File: config.mk
export PLATFORM = sky130hd
export DESIGN_NAME = nibble_serial_adder
export DESIGN_NICKNAME = d
export VERILOG_FILES = /design/src/rtl/nibble_serial_adder.sv
export SDC_FILE = /design/constraint.sdc
export NUM_CORES = 1
export LEC_CHECK = 0
export ABC_AREA = 1
export ABC_CLOCK_PERIOD_IN_PS = 1650
export BUFFER_PORTS_ARGS = -buffer_cell sky130_fd_sc_hd__buf_4
export CAP_MARGIN = 20
export CORE_ASPECT_RATIO = 0.8
export CORE_MARGIN = 10
export CORE_UTILIZATION = 45
export DETAILED_ROUTE_END_ITERATION = 12
export PLACE_DENSITY = 0.69
export SLEW_MARGIN = 15
export SYNTH_ARGS = -nofsm -noshare
export SYNTH_HDL_FRONTEND = slang
export SYNTH_SLANG_ARGS = --single-unit
File: constraint.sdc
create_clock -name CLK -period 1.65 [get_ports CLK]
set_input_delay 0.165 -clock CLK [delete_from_list [all_inputs] [get_ports CLK]]
set_output_delay 0.165 -clock CLK [all_outputs]
set_load 0.01 [all_outputs]
File: src/rtl/nibble_serial_adder.sv
// nibble_serial_adder: wide-operand sequencer around an external clocked 4-bit CLA stage.
// It accepts a W = 4*NIBBLES bit add request over a valid/ready handshake. It then feeds
// the CLA one nibble at a time, LSB first, and chains each returned carry into the next
// nibble. It returns the full-width sum, the carry-out and the signed overflow over a
// valid/ready output handshake.
//
// Ports:
//   CLK, RSTn            clock (rising edge), asynchronous active-low reset
//   in_valid/in_ready    request handshake; in_a, in_b, in_cin are the operands
//   cla_a/cla_b/cla_cin  registered nibble operands sent to the CLA stage
//   cla_sum/cla_cout     CLA stage results, valid CLA_LAT cycles after an operand change
//   out_valid/out_ready  result handshake; out_sum, out_cout, out_ovf hold the result
module nibble_serial_adder #(
  parameter int unsigned NIBBLES = 4,
  parameter int unsigned CLA_LAT = 1
) (
  input  logic                   CLK,
  input  logic                   RSTn,
  input  logic                   in_valid,
  output logic                   in_ready,
  input  logic [4*NIBBLES-1:0]   in_a,
  input  logic [4*NIBBLES-1:0]   in_b,
  input  logic                   in_cin,
  output logic [3:0]             cla_a,
  output logic [3:0]             cla_b,
  output logic                   cla_cin,
  input  logic [3:0]             cla_sum,
  input  logic                   cla_cout,
  output logic                   out_valid,
  input  logic                   out_ready,
  output logic [4*NIBBLES-1:0]   out_sum,
  output logic                   out_cout,
  output logic                   out_ovf
);

  localparam int unsigned W    = 4 * NIBBLES;
  localparam int unsigned IdxW = (NIBBLES > 1) ? $clog2(NIBBLES) : 1;
  localparam int unsigned CntW = $clog2(CLA_LAT + 1);

  localparam logic [1:0] StIdle = 2'd0;
  localparam logic [1:0] StRun  = 2'd1;
  localparam logic [1:0] StDone = 2'd2;

  localparam logic [IdxW-1:0] LastIdx = IdxW'(NIBBLES - 1);
  localparam logic [CntW-1:0] CntMax  = CntW'(CLA_LAT);

  logic [1:0]      state_q, state_d;
  logic [W-1:0]    a_q, a_d, b_q, b_d, res_q, res_d;
  logic [IdxW-1:0] idx_q, idx_d, nxt_idx;
  logic [CntW-1:0] cnt_q, cnt_d;
  logic [3:0]      cla_a_q, cla_a_d, cla_b_q, cla_b_d;
  logic            cla_cin_q, cla_cin_d;
  logic [W-1:0]    out_sum_q, out_sum_d;
  logic            out_cout_q, out_cout_d, out_ovf_q, out_ovf_d;

  logic [IdxW+1:0] cur_sh, nxt_sh;
  logic [W-1:0]    a_next, b_next, res_cap;

  always_comb begin
    state_d    = state_q;
    a_d        = a_q;
    b_d        = b_q;
    res_d      = res_q;
    idx_d      = idx_q;
    cnt_d      = cnt_q;
    cla_a_d    = cla_a_q;
    cla_b_d    = cla_b_q;
    cla_cin_d  = cla_cin_q;
    out_sum_d  = out_sum_q;
    out_cout_d = out_cout_q;
    out_ovf_d  = out_ovf_q;

    nxt_idx = idx_q + 1'b1;
    cur_sh  = {idx_q, 2'b00};
    nxt_sh  = {nxt_idx, 2'b00};
    a_next  = a_q >> nxt_sh;
    b_next  = b_q >> nxt_sh;
    // Merge the returned nibble into its slot of the partial result.
    res_cap = (res_q & ~(W'(4'hF) << cur_sh)) | (W'(cla_sum) << cur_sh);

    case (state_q)
      StIdle: begin
        if (in_valid) begin
          a_d       = in_a;
          b_d       = in_b;
          cla_a_d   = in_a[3:0];
          cla_b_d   = in_b[3:0];
          cla_cin_d = in_cin;
          idx_d     = '0;
          cnt_d     = '0;
          state_d   = StRun;
        end
      end
      StRun: begin
        if (cnt_q != CntMax) begin
          cnt_d = cnt_q + 1'b1;
        end else begin
          // Capture edge: the CLA output now reflects the current nibble.
          res_d = res_cap;
          cnt_d = '0;
          if (idx_q != LastIdx) begin
            idx_d     = nxt_idx;
            cla_a_d   = a_next[3:0];
            cla_b_d   = b_next[3:0];
            cla_cin_d = cla_cout;
          end else begin
            state_d    = StDone;
            out_sum_d  = res_cap;
            out_cout_d = cla_cout;
            out_ovf_d  = (a_q[W-1] == b_q[W-1]) & (res_cap[W-1] != a_q[W-1]);
          end
        end
      end
      StDone: begin
        if (out_ready) state_d = StIdle;
      end
      default: state_d = StIdle;
    endcase
  end

  always_ff @(posedge CLK or negedge RSTn) begin
    if (!RSTn) begin
      state_q    <= StIdle;
      a_q        <= '0;
      b_q        <= '0;
      res_q      <= '0;
      idx_q      <= '0;
      cnt_q      <= '0;
      cla_a_q    <= '0;
      cla_b_q    <= '0;
      cla_cin_q  <= 1'b0;
      out_sum_q  <= '0;
      out_cout_q <= 1'b0;
      out_ovf_q  <= 1'b0;
    end else begin
      state_q    <= state_d;
      a_q        <= a_d;
      b_q        <= b_d;
      res_q      <= res_d;
      idx_q      <= idx_d;
      cnt_q      <= cnt_d;
      cla_a_q    <= cla_a_d;
      cla_b_q    <= cla_b_d;
      cla_cin_q  <= cla_cin_d;
      out_sum_q  <= out_sum_d;
      out_cout_q <= out_cout_d;
      out_ovf_q  <= out_ovf_d;
    end
  end

  assign in_ready  = (state_q == StIdle);
  assign out_valid = (state_q == StDone);
  assign cla_a     = cla_a_q;
  assign cla_b     = cla_b_q;
  assign cla_cin   = cla_cin_q;
  assign out_sum   = out_sum_q;
  assign out_cout  = out_cout_q;
  assign out_ovf   = out_ovf_q;

endmodule

==> out/results.ini <==
[drt]
vias = 3346
wl_per_cell_um = 14.13
drt_iter0_markers = 284
route.detailed.drc = 0
vias_per_cell = 5.085
dr.pass1.iters = 5
routed_wirelength_mm = 9.299
ant_nets = 0

[synth]
synth_compound_area_share_pct = 6.236
synth_area_leaders = dfrtp_1 53%, nand2_1 22%, nand3_1 6.9%
synth_edf_count = 0
synth_adder_area_share_pct = 1.650
synth_area_leader_cell = dfrtp_1
synth.top_cells.by_count = 219 x nand2_1, 80 x dfrtp_1, 52 x nand3_1
synth_top_family_by_area = simple AND/OR/NAND/NOR gates
syn_avg_cell_area_um2 = 7.967
yosysWarnings = 0
ys.flop_type = dfrtp_1
yosysMostFrequentCell = nand2_1
synthMuxAreaShare_pct = 0
syn_inst = 476
synth_top_area_share_pct = 52.79
syn_nets = 523
ys_seq_elements = 80
ys_seq_area_share_pct = 52.79
synth.distinct_cells = 24
synth_simple_gate_area_share_pct = 32.13
synthArstFlopShare_pct = 100.0
synthesis.area_um2 = 3792
synth_xor_area_share_pct = 0

[clock_network]
clk_path_buf_depth = 2
clk_latency_ns = 0.34
tritoncts = yes
cts.sinks = 80
h-tree-depth = 3
cts-root-buf = clkbuf_8
cts_buffers = 9
post_cts_buffers = 0
clk_pin_slew_worst_paths_ns = 0.07

[critical_path]
required_ns = 1.91
critPathCaptureType = flop
cp.arrival_ns = 1.77
path_max_fanout = 30
path_class = flop to flop
critPathLaunchType = flop

[placed_design]
gp_congestion = 0.8337
hpwl_mm = 6.768
placed_cells = 643
io_buffers = 70

[global_routing]
grt_max_degree = 81
track_usage_pct = 15.30
antenna_found_initial = 0
grt_pass1_vias = 3184
grt_pass1_wl_mm = 15.47
grt_overflow = 0

[layout]
final_core_util_pct = 56.93
finalNonFillerCells = 658
n_antenna_cell = 0
nets = 595
areaGrowthSynthToFinish_pct = 20.92
nFillCells = 780
drive_gt1_share_pct = 20.00

[timing]
hold_viol = 0
period_share_pct = 91.76
fin_tns_setup_ns = 0
fin_crit_ns = 1.514
rsz0062_at_grt = false
holdWs_ns = 0.05008
worst_pin_slew_ns = 0.4853
setup_viol = 0
drv_slew = 0
fmax_mhz = 660.5
slew_headroom_pct = 67.60
final.setup_skew_ns = 0.006679

[power_and_ir_drop]
pwr-share-comb_pct = 48.9
power.share.switching_pct = 42.18
leakage_nw = 2.451
clkPwrFrac_pct = 12.9
p_switching_mw = 3.785
fin_total_pwr_mw = 8.973
p_per_area_nw_per_um2 = 1957
seq_power_share_pct = 38.2
p_int_mw = 5.189
peakVddDrop_v = 0.0007986

[floorplanning]
start_util_pct = 47.08
core-area_um2 = 8055
num_rows = 29
die_w_um = 122.6
boundaryPins = 71
die_y_um = 102.1
dieArea_um2 = 12520

[flow_run]
max-cap-violations = 0

[worst_hold_path]
hp-class = input pin to flop

[outcome]
outcome = finished clean

[worst paths after layout]
path,startpoint,to,slack [ns],cells past startpoint
max,state_q[0]$_DFFE_PN0P_,res_q[12]$_DFFE_PN0P_,0.14,6
max in group asynchronous,RSTn,res_q[9]$_DFFE_PN0P_,0.93,3
min in group asynchronous,RSTn,a_q[12]$_DFFE_PN0P_,0.38,3
max reg2reg,state_q[0]$_DFFE_PN0P_,res_q[12]$_DFFE_PN0P_,0.14,6
min reg2reg,b_q[12]$_DFFE_PN0P_,b_q[12]$_DFFE_PN0P_,0.48,2
min,in_b[9],b_q[9]$_DFFE_PN0P_,0.05,3
[cells by family (layout without fill, tap and decap cells)]
kind of cell	Yosys count	count (layout)
adder cells (fa/ha/maj)	5	5
flip-flops	80	80
AND/OR/NAND/NOR	296	296
buffers and inverters	53	127
AO/OA/AOI/OAI	42	42
[power by group through the flow]
stage               combinational [mW]  sequential, mW  clock, mW
CTS                               4.42            3.43       1.19
floorplan                         2.97            3.44          0
detailed placement                4.41            3.45          0
global placement                  4.28            3.43          0
global route                      4.99            3.53       1.28
finish                            4.39            3.43       1.16
[placed cells by master (no fill, tap or decap), drive strengths merged]
| master | n |
|---|---|
| a21oi | 1 |
| clkinv | 3 |
| dlygate4sd3 | 2 |
| o22ai | 15 |
| o31ai | 1 |
| o211ai | 2 |
| nand3 | 54 |
| nor2 | 19 |
| clkbuf | 11 |
| inv | 25 |
| o21ai | 23 |
| buf | 86 |
| nand2 | 221 |
| dfrtp | 80 |
| ha | 5 |
| nand4 | 1 |
| or2 | 1 |
[layout make-up]
cell class,count,area [um2],share of cell area (%)
Clock buffer,11,131.4,2.865
Clock inverter,2,10.01,0.2183
Inverter,26,98.84,2.156
Multi-Input combinational cell,343,1518,33.10
Sequential cell,80,2002,43.66
Tap cell,108,135.1,2.947
Timing Repair Buffer,88,690.7,15.06
[per-stage QoR]
| stage | instance area (um2) | setup slack, ns |
|---|---|---|
| 3_5_place_dp | 4424 | 0.1809 |
| 6_report | 4586 | 0.1359 |
| 3_3_place_gp | 4424 | 0.2128 |
| 2_1_floorplan | 3794 | 0.03348 |
| 4_1_cts | 4586 | 0.1389 |
| 5_1_grt | 4586 | 0.02681 |
[worst max-delay path: stages (launching register included)]
cell and delay [ns]:
dfrtp_1 0.55, nand2_4 0.12, inv_2 0.08, nand2_2 0.06, inv_2 0.37, nand2_1 0.13, o21ai_1 0.11
[what timing repair did]
action,CTS,global route
setup endpoints to repair,0,0
hold buffers,2,0
endpoints found under the hold margin,81,0
gates resized for setup,0,0
[metal layers]
layer | wire (um) | track usage, %
met1 | 4404 | 20.78
met2 | 4061 | 22.77
met3 | 744 | 5.675
met4 | 90 | 3.526
met5 | 0 | 0
[flip-flops by register name (all words and copies together) (netlist names)]
signal and cells:
a_q 16, b_q 16, cla_b 4, out_cout 1, cla_cin 1, res_q 16, state_q 2, out_ovf 1
idx_q 2, cla_a 4, cnt_q 1, out_sum 16
No activity file was read; power rests on OpenSTA's default activity.
